<file path="src/rtl/seg_scan_ctrl.sv">
// Event counter with 4-digit BCD count, multiplexed onto an active-low 7-segment display.
// Optional LZ_BLANK_EN macro enables leading-zero blanking of digits 3..1.
module seg_scan_ctrl #(
    parameter int DIV_W     = 16,
    parameter int BLANK_CYC = 4
) (
    input  logic        clk,
    input  logic        rst,
    input  logic        evt,
    input  logic        clr,
    output logic [7:0]  disp,
    output logic [3:0]  an,
    output logic [15:0] count,
    output logic        ovf
);

    typedef enum logic {BLANK, SHOW} state_t;

    state_t             state_reg;
    logic               evt_q_reg;
    logic [DIV_W-1:0]   presc_reg;
    logic [7:0]         blank_cnt_reg;
    logic [1:0]         idx_reg;
    logic [15:0]        shown_reg;

    logic               inc;
    logic [4:0]         carry;
    logic [15:0]        count_next;
    logic [1:0]         idx_next;
    logic [15:0]        frame_src;
    logic [3:0]         nib;
    logic [3:0]         hi_zero;
    logic [7:0]         seg_next;
    logic [3:0]         an_next;

    function automatic logic [7:0] seg7(input logic [3:0] n);
        case (n)
            4'd0:    seg7 = 8'hC0;
            4'd1:    seg7 = 8'hF9;
            4'd2:    seg7 = 8'hA4;
            4'd3:    seg7 = 8'hB0;
            4'd4:    seg7 = 8'h99;
            4'd5:    seg7 = 8'h92;
            4'd6:    seg7 = 8'h82;
            4'd7:    seg7 = 8'hF8;
            4'd8:    seg7 = 8'h80;
            4'd9:    seg7 = 8'h90;
            default: seg7 = 8'hBF;
        endcase
    endfunction

    assign inc      = evt & ~evt_q_reg;
    assign carry[0] = inc;

    // Ripple-carry BCD digits; carry[4] marks the 9999 -> 0000 wrap.
    generate
        for (genvar gi = 0; gi < 4; gi++) begin : g_digit
            logic [3:0] dig;
            assign dig = count[4*gi +: 4];
            assign carry[gi+1] = carry[gi] & (dig == 4'd9);
            assign count_next[4*gi +: 4] = !carry[gi] ? dig :
                                           (dig == 4'd9) ? 4'd0 : dig + 4'd1;
        end
    endgenerate

    assign idx_next  = idx_reg + 2'd1;
    // On wrap to digit 0 the frame takes a fresh snapshot, so decode from count directly.
    assign frame_src = (idx_next == 2'd0) ? count : shown_reg;
    assign nib       = frame_src[{idx_next, 2'b00} +: 4];
    assign an_next   = ~(4'b0001 << idx_next);

    generate
        for (genvar gi = 0; gi < 4; gi++) begin : g_hizero
            assign hi_zero[gi] = (frame_src[15:4*gi] == '0);
        end
    endgenerate

    always_comb begin
        seg_next = seg7(nib);
`ifdef LZ_BLANK_EN
        if (idx_next != 2'd0 && hi_zero[idx_next])
            seg_next = 8'hFF;
`endif
        if (idx_next == 2'd3 && ovf)
            seg_next = seg_next & 8'h7F;
    end

    always_ff @(posedge clk or negedge rst) begin
        if (!rst) begin
            evt_q_reg <= 1'b0;
            count     <= '0;
            ovf       <= 1'b0;
        end else begin
            evt_q_reg <= evt;
            if (clr) begin
                count <= '0;
                ovf   <= 1'b0;
            end else begin
                count <= count_next;
                if (carry[4])
                    ovf <= 1'b1;
            end
        end
    end

    always_ff @(posedge clk or negedge rst) begin
        if (!rst) begin
            state_reg     <= BLANK;
            presc_reg     <= '0;
            blank_cnt_reg <= '0;
            idx_reg       <= 2'd3;
            shown_reg     <= '0;
            an            <= 4'hF;
            disp          <= 8'hFF;
        end else begin
            presc_reg <= presc_reg + DIV_W'(1);
            case (state_reg)
                BLANK: begin
                    if (blank_cnt_reg == 8'(BLANK_CYC - 1)) begin
                        blank_cnt_reg <= '0;
                        state_reg     <= SHOW;
                        idx_reg       <= idx_next;
                        if (idx_next == 2'd0)
                            shown_reg <= count;
                        an            <= an_next;
                        disp          <= seg_next;
                    end else begin
                        blank_cnt_reg <= blank_cnt_reg + 8'd1;
                    end
                end
                SHOW: begin
                    if (&presc_reg) begin
                        state_reg <= BLANK;
                        an        <= 4'hF;
                        disp      <= 8'hFF;
                    end
                end
                default: state_reg <= BLANK;
            endcase
        end
    end

endmodule
</file>
<file path="config.mk">
export PLATFORM = sky130hd
export DESIGN_NAME = seg_scan_ctrl
export DESIGN_NICKNAME = d
export VERILOG_FILES = /design/src/rtl/seg_scan_ctrl.sv
export SDC_FILE = /design/constraint.sdc
export NUM_CORES = 1
export LEC_CHECK = 0
export BUFFER_PORTS_ARGS = -buffer_cell sky130_fd_sc_hd__buf_2
export CAP_MARGIN = 25
export CORE_AREA = 2 2 101 103
export CTS_CLUSTER_SIZE = 12
export DETAILED_ROUTE_END_ITERATION = 7
export DIE_AREA = 0 0 103 105
export GPL_ROUTABILITY_DRIVEN = 0
export SLEW_MARGIN = 20
export SYNTH_ARGS = -nofsm -noshare
export SYNTH_HDL_FRONTEND = slang
export SYNTH_SLANG_ARGS = --single-unit
</file>
<file path="constraint.sdc">
create_clock -name clk -period 5 [get_ports clk]
set_input_delay 0.5 -clock clk [delete_from_list [all_inputs] [get_ports clk]]
set_output_delay 0.5 -clock clk [all_outputs]
set_load 0.1 [all_outputs]
</file>
# == After elaboration in Yosys (flattened, before gate mapping) ==
# Memory sizes are Yosys's and may differ from the RTL's.
# Cells that the tools add are included.
# word_totals
regBits,73
rom_bits,112
output_inout_bits,29
word_cells,72
n_memories,1
# memory_table
memory,depth,width,read_ports,rd_ports_with_merged_regs,wr,line_no,rtl
(name not given),16,7,1,0,0,37,case (n)
# classes
add_sub_neg,7
n_eq_ne,8
n_shift,2
muxes,23
bitwise,8
n_reduce_logical,10
# ops
operator,count
4-bit two-way mux,10
16-bit two-way mux,2
8-bit two-way mux,4
"16-bit by 1-bit adder with 16-bit output, second input constant",1
"4-bit by 1-bit adder with 4-bit output, second input constant",4
"4-bit == test, second input constant",4
8-bit case mux with 2 select lines,1
16-bit AND reduction,1
16-bit by 5-bit variable part select with 4-bit output,1
2-bit nonzero test,5
"8-bit by 1-bit adder with 8-bit output, second input constant",1
"8-bit by 2-bit == test with 1-bit output, second input constant",1
4-bit case mux with 2 select lines,1
1-bit bitwise AND,5
1-bit two-way mux,4
4-bit NOT,1
2-bit AND reduction,2
"1-bit by 2-bit << shifter with 4-bit output, first input constant",1
"2-bit by 1-bit adder with 2-bit output, second input constant",1
"2-bit == test, second input constant",1
2-bit logical NOT,1
"2-bit by 1-bit inequality test with 1-bit output, second input constant",1
"2-bit inequality test, second input constant",1
1-bit NOT,2
other kinds (2),2

# == Depth between registers and ports, before layout ==
# logic_depth
depth_word,8
ltp_mapped,10

# == Least setup slack after synthesis ==
# OpenSTA, ideal clock, no wires.
# synth_path
path_type,register to register
from,reg idx_reg[0]
to,reg disp[3]
setup_ns,0.098
t_arrival_ns,2.986
t_required_ns,4.902
slack_ns,1.916
stages_incl_launch_ff,10
period_less_slack_ns,3.084
cell_sequence,dfstp_2 -> clkinv_1 -> ha_1 -> clkbuf_1 -> mux4_2 -> mux2_4 -> inv_1 -> ha_1 -> nand2b_1 -> a221oi_1
# synth_between
elab_chain_cells,8
# synth_rtl
element,line_no,rtl
from (decl),23,logic [1:0] idx_reg;
from (signal assigned),122,idx_reg <= idx_next;
2-bit by 1-bit adder with 2-bit output *,66,assign idx_next = idx_reg + 2'd1;
named net idx_next[0],29,logic [1:0] idx_next;
2-bit logical NOT,68,assign frame_src = (idx_next == 2'd0) ? count : shown_reg;
16-bit two-way mux,n/a,
16-bit by 5-bit variable part select with 4-bit output *,69,"assign nib = frame_src[{idx_next, 2'b00} +: 4];"
memory 16 x 7 bit *,n/a,
8-bit two-way mux *,84,if (idx_next == 2'd3 && ovf)
8-bit two-way mux *,119,if (blank_cnt_reg == 8'(BLANK_CYC - 1)) begin
8-bit case mux with 2 select lines *,117,case (state_reg)
to (signal assigned),126,disp <= seg_next;
to (decl),11,"output logic [7:0] disp,"
# The timed path passes the listed nets; every way through them passes the cells marked *. The select of a mux whose other input is x is not followed.
# A chain may end at the register's enable or synchronous reset.

# == Worst setup path after layout ==
# Same ends and word-level chain as after synthesis.

==> flow_summary.yaml <==
outcome:
  outcome: "finished clean"
setup_path:
  crit_family: "multiplexers"
  path_buf_inv: 2
  cp.depth: 8
  cpPeakStageDelay_ns: 0.60
  path_max_fanout: 9
  reg2reg_depth: 8
  critPathKind: "flop to flop"
  arrival_ns: 3.43
  cp.required_ns: 5.25
  critPathSlowestCell: "ha_1"
  endpoint_kind: "flop"
  start_kind: "flop"
  crit_chain: "clkinv_1 > ha_1 > mux4_2 > mux2_4 > inv_1 > ha_1 > nand2b_1 > a221oi_1"
  path_common_cell: "ha_1"
detailed_routing:
  drc: 0
  vias: 2596
  wl_per_cell_um: 14.4
  ant_nets: 0
  routed_wl_mm: 7.30
  dr.first_iter.drc_count: 85
  vias_per_cell: 5.11
  firstDrtPassIters: 4
yosys:
  syn_area_per_cell_um2: 11.2
  ys_ff_latch: 73
  yosys_warnings: 0
  synth_area_leaders: "dfrtp_1 (39%), dfstp_2 (9.6%), ha_1 (6.5%), mux2_2 (3.8%), xnor2_1 (3.7%)"
  synth_top_area_share_pct: 38.6
  yosysSeqAreaShare_pct: 48.2
  synth_area_um2: 3820
  synth_nets: 364
  synth_top_area_cell: "dfrtp_1"
  synth_cells: 340
  yosysUniqueCellTypes: 51
timing:
  post-route-period-util_pct: 63.5
  max_slew_margin_pct: 39.3
  rsz0062_at_grt: "false"
  worst_pin_slew_ns: 0.911
  finalCriticalPeriod_ns: 3.18
  setup-tns-final_ns: 0
  fmax_mhz: 315
  setup_violations: 0
  hold_viol_final: 0
  timing.hold.ws_ns: 0.255
  finalClockSkew_ns: 0.00684
  slew_viol_final: 0
power_and_ir_drop:
  leakage_nw: 1.98
  intPower_mw: 0.801
  p_comb_share_pct: 2.5
  vdd_drop_max_v: 0.000121
  power.density_nw_per_um2: 242
  netSwitchingFraction_pct: 22.3
  power.total_mw: 1.03
  power_frac_clock_pct: 39.8
  seqPwrFrac_pct: 57.7
  netSwitchingPower_mw: 0.230
clock_network:
  post-cts-setup-buffers: 0
  numCtsBuffers: 9
  cts_max_level: 3
  cts_hold_buf: 0
  clock_sinks: 73
  clock_latency_ns: 0.35
  max-clock-path-buffers: 2
  cts_root_buf: "clkbuf_8"
  post_cts_resized: 0
  cts_tree: "yes"
  clkTransAtPathRegs_ns: 0.07
layout:
  area_growth_pct: 11.6
  layout_common_cells: "dfrtp_1 (59), buf_2 (31), nand2_1 (27), inv_1 (21), nor2_1 (21)"
  antenna_cells: 0
  drive_above_1_share_pct: 22.9
  final_common_cell: "dfrtp_1"
  final_core_util_pct: 44.2
  stdcell_count: 508
  layout.nets: 394
  fill_cells: 936
grt:
  grt_pass1_wl_mm: 12.7
  grt_max_degree: 74
  grt_pass1_vias: 2569
  grt_overflow: 0
  antenna_found_initial: 0
  grt_use_total_pct: 14.9
placement:
  hpwlAfterDp_mm: 5.17
  placed_cells: 492
  io_buffer_count: 32
floorplanning:
  rows: 36
  die_w_um: 103
  dieArea_um2: 10800
  die_y_um: 105
  ioPinCount: 33
  initial_core_util_pct: 39.7
  fp.coreArea_um2: 9640
flow_run:
  maxCapViolations: 0
min_path:
  min_path_type: "input port to async pin"
==> metrics by stage <==
stage,area (µm²),setup WS (ns)
2_1_floorplan,3820,1.92
3_3_place_gp,4090,1.91
3_5_place_dp,4090,1.82
4_1_cts,4260,1.82
5_1_grt,4260,1.65
6_report,4260,1.82
==> power groups by stage <==
stage | clock [mW] | sequential, mW | combinational [mW]
detailed placement | 0 | 0.605 | 0.0278
floorplan | 0 | 0.610 | 0.00627
finish | 0.410 | 0.594 | 0.0262
global placement | 0 | 0.605 | 0.0272
global route | 0.453 | 0.594 | 0.0303
CTS | 0.427 | 0.594 | 0.0279
==> final timing paths <==
check | start | end | slack, ns
max in group asynchronous | rst | count[7] | 4.12
min in group clk | evt | evt_q_reg | 0.28
setup reg to reg | idx_reg[0] | disp[3] | 1.82
hold / removal | rst | presc_reg[9] | 0.26
setup / recovery | idx_reg[0] | disp[3] | 1.82
hold reg to reg | disp[7] | disp[7] | 0.46
==> cells in the mapped netlist (all sizes together) <==
master	instances
nor4	5
dfrtp	59
mux2i	10
a41oi	1
mux2	18
and3	4
xor2	4
dfstp	14
nand2b	2
inv	21
a221oi	3
a21boi	2
xnor2	16
nor4b	1
nor2	21
a311oi	2
nand2	27
and3b	5
a211oi	7
a31o	1
a22oi	2
or3	5
clkinv	1
or4	1
ha	20
buf	5
and4	4
nand3b	1
o211a	1
a211o	1
a41o	1
clkbuf	8
a21oi	19
nor3b	1
nor3	3
nand4	5
and4b	1
nand3	15
mux4	8
and2	2
nor2b	3
o21ai	10
==> metal layers <==
metal	track usage, %	vias to the layer above	wire, µm
li1	-	1263	-
met1	20.1	1275	3370
met2	23.2	50	3540
met3	4.41	8	328
met4	4.32	0	65
met5	0	-	0
==> area by class of cell <==
| type | instances | area (µm²) | area share [%] |
|---|---|---|---|
| Sequential cell | 73 | 1840 | 43.3 |
| Timing Repair Buffer | 32 | 163 | 3.81 |
| Inverter | 22 | 82.6 | 1.94 |
| Clock inverter | 3 | 15.0 | 0.352 |
| Multi-Input combinational cell | 232 | 1830 | 43.0 |
| Tap cell | 133 | 166 | 3.90 |
| Clock buffer | 13 | 159 | 3.73 |
==> kinds of logic after synthesis <==
logic type	after synthesis	synth area share (%)
fa+ha+maj	20	6.55
simple gates	106	15.4
xor+xnor	20	4.58
flops	73	48.2
compound gates	50	8.31
buf+inv	35	3.76
mux	36	13.1
Power figures use the tool's default switching activity.
